--- config.mk ---
export PLATFORM = sky130hd
export DESIGN_NAME = wb_port_arbiter
export DESIGN_NICKNAME = d
export VERILOG_FILES = /design/src/rtl/wb_port_arbiter.sv
export SDC_FILE = /design/constraint.sdc
export NUM_CORES = 1
export LEC_CHECK = 0
export BUFFER_PORTS_ARGS = -buffer_cell sky130_fd_sc_hd__buf_2
export CAP_MARGIN = 0
export CORE_MARGIN = 2
export CORE_UTILIZATION = 61
export CTS_BUF_LIST = sky130_fd_sc_hd__clkbuf_2 sky130_fd_sc_hd__clkbuf_4 sky130_fd_sc_hd__clkbuf_8
export DETAILED_ROUTE_END_ITERATION = 10
export PLACE_DENSITY = 0.95
export SKIP_CTS_REPAIR_TIMING = 1
export SYNTH_ARGS = -nofsm -noshare
export SYNTH_HDL_FRONTEND = slang
export SYNTH_SLANG_ARGS = --single-unit
--- constraint.sdc ---
create_clock -name clk -period 2.9 [get_ports clk]
set_input_delay 0.145 -clock clk [delete_from_list [all_inputs] [get_ports clk]]
set_output_delay 0.145 -clock clk [all_outputs]
set_load 0.02 [all_outputs]
--- src/rtl/wb_port_arbiter.sv ---
// Register-file write-port arbiter: WB stage vs. out-of-band late results.
// Tracks pending late writes and kills late data made stale by a pipeline WAW.
module wb_port_arbiter #(
  parameter int DATA_W     = 32,
  parameter int ADDR_W     = 5,
  parameter int STARVE_MAX = 4
) (
  input  logic                   clk,
  input  logic                   rst_n,
  input  logic                   pipe_we,
  input  logic [ADDR_W-1:0]      pipe_addr,
  input  logic [DATA_W-1:0]      pipe_wdata,
  input  logic                   lt_issue,
  input  logic [ADDR_W-1:0]      lt_issue_addr,
  input  logic                   lt_valid,
  input  logic [ADDR_W-1:0]      lt_addr,
  input  logic [DATA_W-1:0]      lt_wdata,
  output logic                   lt_ready,
  output logic                   rf_we,
  output logic [ADDR_W-1:0]      rf_addr,
  output logic [DATA_W-1:0]      rf_wdata,
  output logic [(1<<ADDR_W)-1:0] busy_mask,
  output logic                   stall_req
);

  localparam int NREG = 1 << ADDR_W;
  localparam logic [3:0] STARVE_LAST = 4'(STARVE_MAX - 1);

  logic              r_hold_valid;
  logic [ADDR_W-1:0] r_hold_addr;
  logic [DATA_W-1:0] r_hold_data;
  logic              r_hold_kill;
  logic [NREG-1:0]   r_busy;
  logic [NREG-1:0]   r_kill;
  logic [3:0]        r_starve;
  logic              r_stall;
  logic              r_rf_we;
  logic [ADDR_W-1:0] r_rf_addr;
  logic [DATA_W-1:0] r_rf_wdata;

  logic            w_xfer;
  logic            w_hold_win;
  logic            w_pipe_win;
  logic            w_waw;
  logic [NREG-1:0] w_busy;
  logic [NREG-1:0] w_kill;

  always_comb begin
    w_xfer     = lt_valid && !r_hold_valid;
    w_hold_win = r_hold_valid && (r_stall || !pipe_we);
    w_pipe_win = pipe_we && !r_stall;
    w_waw      = w_pipe_win && (pipe_addr != '0) && r_busy[pipe_addr];
    w_busy     = r_busy;
    w_kill     = r_kill;
    if (w_waw) begin
      w_busy[pipe_addr] = 1'b0;
      w_kill[pipe_addr] = 1'b1;
    end
    // late arrival retires its kill bit; a fresh issue re-arms busy
    if (w_xfer) begin
      w_busy[lt_addr] = 1'b0;
      w_kill[lt_addr] = 1'b0;
    end
    if (lt_issue && (lt_issue_addr != '0))
      w_busy[lt_issue_addr] = 1'b1;
  end

  always_ff @(posedge clk or negedge rst_n) begin
    if (!rst_n) begin
      r_hold_valid <= 1'b0;
      r_hold_addr  <= '0;
      r_hold_data  <= '0;
      r_hold_kill  <= 1'b0;
      r_busy       <= '0;
      r_kill       <= '0;
      r_starve     <= '0;
      r_stall      <= 1'b0;
      r_rf_we      <= 1'b0;
      r_rf_addr    <= '0;
      r_rf_wdata   <= '0;
    end else begin
      r_busy <= w_busy;
      r_kill <= w_kill;

      if (w_hold_win) begin
        r_hold_valid <= 1'b0;
      end else if (w_xfer) begin
        r_hold_valid <= 1'b1;
        r_hold_addr  <= lt_addr;
        r_hold_data  <= lt_wdata;
        r_hold_kill  <= r_kill[lt_addr];
      end

      if (w_hold_win) begin
        r_rf_we    <= (r_hold_addr != '0) && !r_hold_kill;
        r_rf_addr  <= r_hold_addr;
        r_rf_wdata <= r_hold_data;
      end else if (w_pipe_win) begin
        r_rf_we    <= (pipe_addr != '0);
        r_rf_addr  <= pipe_addr;
        r_rf_wdata <= pipe_wdata;
      end else begin
        r_rf_we    <= 1'b0;
      end

      // the stall cycle lets hold win, so stall can never repeat back-to-back
      if (r_hold_valid && w_pipe_win) begin
        if (r_starve == STARVE_LAST) begin
          r_stall  <= 1'b1;
          r_starve <= '0;
        end else begin
          r_stall  <= 1'b0;
          r_starve <= r_starve + 4'd1;
        end
      end else begin
        r_stall  <= 1'b0;
        r_starve <= '0;
      end
    end
  end

  assign lt_ready  = !r_hold_valid;
  assign rf_we     = r_rf_we;
  assign rf_addr   = r_rf_addr;
  assign rf_wdata  = r_rf_wdata;
  assign busy_mask = r_busy;
  assign stall_req = r_stall;

endmodule

==> run summary, run 1 <==
Crit path DAT: 2.49 ns
Worst min-delay path category: primary input to register
Root buffer cell: clkbuf_8
Pwr per Cell Area: 676 mW/mm2
Core area: 0.0115 mm2
Final setup fails: 0
Unrepaired setup endpoints after global routing: false
Pin count of the biggest net entering global routing: 60
Final max-slew violation count: 0
Syn Area/Cell: 9.10 um2
Die footprint: 0.0127 mm2
Final wirelength: 24,500 um
Insertion delay to the later sink of the worst-skew pair: 0.46 ns
GR Util All Layers: 0.330
Worst vdd ir: 0.000488 V
Worst clock skew: 0.0124 ns
DIE HEIGHT: 113 um
Minimum clock period: 2.11 ns
Area contributors post-synth: dfrtp_1 (51%), nand2_1 (12%), mux2i_1 (6.4%), a21oi_1 (3.1%), mux4_2 (3.1%)
Final nets: 1,080
Crit end category: register
Gate Count Post-Synth: 793
Router iterations before antenna repair: 8
Layout cell share with drive strength beyond 1: 0.222
Outcome: completed
Synth top area share: 0.506
Clk slew on worst S/H paths: 0.09 ns
Area growth, synth to finish: 27.3%
Initial DRC count: 1,281
Vias/cell: 6.47
Antenna viol nets, final: 0
Die width: 113 um
CP max FO: 24
Count of cell types in the netlist: 58
Initial antenna violation count: 0
Top Ports: 156
Hpwl dp: 14,600 um
Htree depth: 4
Synthesized cell area: 0.00721 mm2
Setup TNS: 0 ns
Final hold slack: 0.0155 ns
# rows: 39
Congestion Overflow GR: 0
Setup crit start kind: register
Post-synth EDFFs: 0
CTS tree: built
Crit path cell chain: mux4_2, and4_1, a31oi_4, and4_4, a2bb2oi_1
Crit path largest cell delay: 0.49 ns
Global-route wire length before repair: 32,800 um
Vias: 7,448
Area leader, netlist: dfrtp_1
Worst EP required: 3.28 ns
Crit-path slowest cell: mux4_2
Worst-Margin Slew: 0.843 ns
Post-synthesis sequential area ratio: 0.506
Placed Cells: 1,053
Vias in the first global route: 6,473
DR DRC count: 0
Crit path kind: register to register
Mapped Nets: 878
Drt wl/cell: 21.3 um
CTS Sinks: 146
Async set-reset flop share out of synthesis: 1.00
Fmax: 0.475 GHz
Total CTS buffers: 17
Synth warn: 0
Number of port buffers: 155
Clock buffer depth: 2
Yosys reg bits: 146
Initial Util: 0.629
Gpl congestion: 0.977
Final Hold Fails: 0
Max Cap Viol: 0
Dominant synthesized flop cell: dfrtp_1
Fin crit share: 0.727
Relative slew margins: 0.437
Leakage: 4.35 nW
Fin cells: 1,152
## cells by family after synthesis
group,count (synthesis),synth area share
mux,58,0.100
fa+ha+maj,1,0.00173
buf+inv,55,0.0316
xor+xnor,1,0.00121
simple gates,383,0.235
compound gates,149,0.124
flops,146,0.506
## routing by layer
metal	part of all wire	global-route usage
met1	0.37	0.453
met2	0.47	0.519
met3	0.11	0.0761
met4	0.043	0.125
met5	0.0011	0
## cell usage after synthesis (all sizes together) (2+ instances only)
| cell | instances |
|---|---|
| and4 | 2 |
| nor3b | 10 |
| nand3b | 6 |
| a2bb2oi | 2 |
| o21ai | 59 |
| a22oi | 3 |
| or3b | 2 |
| clkbuf | 37 |
| a211oi | 3 |
| o41ai | 2 |
| a21oi | 45 |
| a31oi | 8 |
| mux2i | 46 |
| and3 | 4 |
| a21boi | 2 |
| nand2b | 5 |
| or3 | 2 |
| mux4 | 11 |
| buf | 13 |
| nand4 | 11 |
| or2 | 4 |
| nor4 | 3 |
| nor3 | 19 |
| and2 | 4 |
| a22o | 6 |
| o22ai | 5 |
| nand2 | 229 |
| and3b | 2 |
| a2111oi | 3 |
| inv | 4 |
| dfrtp | 146 |
| nor2 | 48 |
| o21a | 4 |
| nand3 | 27 |
| nor2b | 4 |
## worst max-delay path: cells and delay by family (launching register included)
| family | cells | cell delay [ns] |
|---|---|---|
| compound gates | 2 | 0.43 |
| simple gates | 2 | 0.69 |
| mux | 1 | 0.49 |
| flops | 1 | 0.41 |
## power breakdown
group	switching, mW	internal, mW	leakage, nW	total (mW)
clock network	0.808	0.969	0.215	1.78
registers	0.326	2.44	1.83	2.77
logic	1.02	0.646	2.31	1.67
total	2.15	4.06	4.35	6.21
## state kept, by name, summed over array words and instances (netlist names)
name,cells
r_hold_data,32
stall_req,1
rf_wdata,32
rf_we,1
r_hold_kill,1
r_kill,32
rf_addr,5
busy_mask,32
r_starve,4
r_hold_valid,1
r_hold_addr,5
## area by class of cell
| type | instances | area, um2 |
|---|---|---|
| antenna | 1 | 2.50 |
| clock buffer | 19 | 255 |
| clock inverter | 13 | 184 |
| fill | 652 | 2280 |
| inverter | 5 | 18.8 |
| multi-input combinational | 592 | 3340 |
| sequential | 146 | 3650 |
| tap | 143 | 179 |
| timing repair buffer | 233 | 1550 |
## metrics by stage
step / instance area (um2) / util / total power, mW / setup slack (ns)
3_5_place_dp: 8080 / 0.705 / 4.28 / 0.751
2_1_floorplan: 7210 / - / 3.69 / 0.923
5_1_grt: 9180 / 0.801 / 6.45 / 0.718
3_3_place_gp: 8080 / 0.705 / 4.21 / 0.833
6_report: 9180 / 0.801 / 6.21 / 0.793
4_1_cts: 8520 / 0.743 / 6.02 / 0.811
## cells in the final DEF, fill, tap and decap left out, types with 3 or more instances in the layout
cell,netlist,routed
clkinv_2,0,3
nand2b_1,5,5
clkbuf_8,0,18
nor4_1,3,3
nand3_1,27,27
buf_4,2,11
o22ai_1,5,5
nand4_1,11,11
dlygate4sd3_1,0,66
bufinv_16,0,4
o21a_1,4,4
nand2_1,229,229
buf_2,5,154
nor3b_1,8,8
and2_1,3,3
or2_2,3,3
dfrtp_1,146,145
mux4_2,10,10
mux2i_1,46,46
clkinvlp_4,0,3
a22o_1,6,6
a31oi_1,7,7
nor2_1,48,48
a22oi_1,3,3
inv_1,4,4
a211oi_1,3,3
o21ai_0,39,39
and3_1,4,4
nor3_1,19,19
o21ai_1,20,20
a21oi_1,45,45
nand3b_1,6,6
## path summary, 6_finish.rpt
check                              start             end  slack, ns  depth (start not counted)
max                        busy_mask[22]   busy_mask[11]       0.79                          5
min                           lt_addr[4]  r_hold_addr[4]       0.02                          3
max reg2reg                busy_mask[22]   busy_mask[11]       0.79                          5
min reg2reg                  r_hold_kill           rf_we       0.46                          1
max in group asynchronous          rst_n     rf_wdata[1]       1.83                          3
min in group asynchronous          rst_n    rf_wdata[17]       0.21                          2
Note: power is estimated with default switching activity, not from simulation.
==> inputs of run 2 (changes only) <==
- CORE_UTILIZATION: 61 -> 51
- PLACE_DENSITY: 0.95 -> 0.89
- clock period: 2.9 -> 1.8 ns (I/O delays scaled with it)
==> run 2 against run 1 <==
Compared with the run above: the flow now finishes with violations (negative setup slack); first-iteration DRC count shrank 17%; count of clock-buffer cells in the layout shrank 2; flip-flop and latch count is the same; cell count grew 8.6%; routed wire length grew 1.9%; worst setup slack lost 0.92 ns; via count grew 1.5%; maximum frequency grew 9.4%; critical path type unchanged; largest cell class unchanged.
==> run summary, run 2 (same netlist as run 1, synthesis figures left out) <==
DIE HEIGHT: 123 um (+9.0%)
Hold EP: busy_mask[14]
Crit end category: register
Fmax: 0.519 GHz (+9.4%)
R2R Path End: r_kill[20]
Highest Signal Layer: met4
WL met1: 9570 um (+4.4%)
Initial Util: 0.522 (-0.107)
Pwr per Cell Area: 1050 mW/mm2 (+55%)
Crit path DAT: 2.28 ns (-0.21 ns)
Vias in the first global route: 6,558 (+1.3%)
ANT cells: 0 (-1)
Met2 wire len: 11,700 um (+1.7%)
Failing checks: negative setup slack
FF-to-FF path depth: 6 (+1)
Placed Cells: 1,146 (+8.8%)
Initial antenna violation count: 0 (unchanged)
Multi-input logic area: 0.00346 mm2 (+3.6%)
Insertion delay to the later sink of the worst-skew pair: 0.47 ns (about the same)
Gpl congestion: 0.986 (+1.0%)
Worst min-delay path category: primary input to register
Layout cell share with drive strength beyond 1: 0.287 (+0.0644)
Crit path cell chain: mux4_2, and4_4, a31oi_4, nand4_1, buf_4, a22o_1
Router iterations before antenna repair: 5 (-3)
Antenna viol nets, final: 0 (unchanged)
CP Buf/Inv Count: 1 (+1)
Relative slew margins: 0.509 (+0.0728)
Final wirelength: 25,000 um (+1.9%)
Routed wl met3: 2910 um (+8.0%)
Pin count of the biggest net entering global routing: 55 (-8.3%)
Htree depth: 4 (unchanged)
GR Util All Layers: 0.296 (-0.0340)
Hold path depth: 4 (+1)
Initial DRC count: 1,064 (-17%)
Fin cells: 1,251 (+8.6%)
Most frequent cells in the layout: nand2_1 (229), buf_2 (154), dfrtp_1 (142)
Unrepaired setup endpoints after global routing: true
Vias: 7,563 (+1.5%)
Final setup fails: 55 (+55)
# rows: 43 (+10%)
Area growth, synth to finish: 37.4%
Final Hold Fails: 0 (unchanged)
Final WS setup: -0.127 ns (-0.919 ns)
Worst-Margin Slew: 0.734 ns (-0.109 ns)
Crit path largest cell delay: 0.46 ns (-0.03 ns)
Crit path max-delay family: multiplexers
Final Power: 10.4 mW (+67%)
Top Ports: 156 (unchanged)
Drt wl/cell: 20.0 um (-6.1%)
Minimum clock period: 1.93 ns (-0.181 ns)
Vias/cell: 6.05 (-6.5%)
R2r startpoint: busy_mask[20]
Crit path kind: register to register
CP max FO: 4 (-83%)
Root buffer cell: clkbuf_8
Worst vdd ir: 0.000700 V (+44%)
Total CTS buffers: 17 (unchanged)
Congestion Overflow GR: 0 (unchanged)
Worst clock skew: 0.00912 ns (-0.00325 ns)
Setup crit start kind: register
Die footprint: 0.0151 mm2 (+19%)
Setup TNS: -3.95 ns (-3.95 ns)
Core area: 0.0138 mm2 (+21%)
Clock buffer depth: 2 (unchanged)
Final nets: 1,143 (+5.8%)
Global-route wire length before repair: 34,000 um (+3.7%)
Leakage: 4.71 nW (+8.4%)
Commonest non-fill, non-tap cell in the layout: nand2_1
Fillcell total: 939 (+44%)
CTS Sinks: 146 (unchanged)
Crit-path slowest cell: mux4_2
CTS tree: built
Final max-slew violation count: 0 (unchanged)
DR DRC count: 0 (unchanged)
Die width: 123 um (+9.0%)
Fin crit share: 1.07 (+0.344)
Max Cap Viol: 0 (unchanged)
Hold path start: lt_issue_addr[0]
Clk slew on worst S/H paths: 0.09 ns (about the same)
Worst EP required: 2.15 ns (-1.13 ns)
Seq. cell area: 0.00366 mm2 (+0.10%)
Number of port buffers: 155 (unchanged)
Hpwl dp: 16,000 um (+9.8%)
Reg2Reg Setup Slack: -0.13 ns (-0.92 ns)
Outcome: finished, violations left
[run 2: power by group]
part / switching, mW / internal [mW]
Clock: 1.41 / 1.41
Combinational: 1.79 / 1.35
Sequential: 0.470 / 3.94
[run 2: through the flow]
stage	area, um2	util	hold slack [ns]	setup WS (ns)
after floorplan	7230	-	-0.206	-0.0661
after global placement	8620	0.623	0.0860	-0.0294
after detailed placement	8620	0.623	0.0860	-0.0884
after CTS	9040	0.654	-0.412	-0.150
after global routing	9910	0.717	0.0870	-0.181
final	9910	0.717	0.0868	-0.127
[run 2: worst max path at each step]
stage,start,depth (start not counted),slack [ns],to
floorplan,busy_mask[22],6,-0.07,r_kill[26]
global placement,busy_mask[22],6,-0.03,r_kill[28]
detailed placement,busy_mask[27],6,-0.09,busy_mask[14]
CTS,r_hold_valid,3,-0.15,lt_ready
global route,busy_mask[22],6,-0.18,busy_mask[4]
finish,busy_mask[20],6,-0.13,r_kill[20]
[run 2: layout make-up]
| cell class | instances | area share |
|---|---|---|
| clock buffer | 17 | 0.0236 |
| clock inverter | 15 | 0.0194 |
| inverter | 5 | 0.00189 |
| multi-input combinational | 592 | 0.349 |
| sequential | 146 | 0.369 |
| tap | 180 | 0.0227 |
| timing repair buffer | 296 | 0.214 |
[run 2: layer usage]
| metal | up-vias | track usage |
|---|---|---|
| met5 | - | 0 |
| met4 | 0 | 0.0934 |
| met3 | 82 | 0.0673 |
| met2 | 562 | 0.480 |
| met1 | 3627 | 0.396 |
| li1 | 3292 | - |
[run 2: tightest hold or removal path, cell delays in order]
cell       delay (ns)
buf_2            0.12
nor2_1           0.10
nand2_1          0.13
a2bb2oi_2        0.06
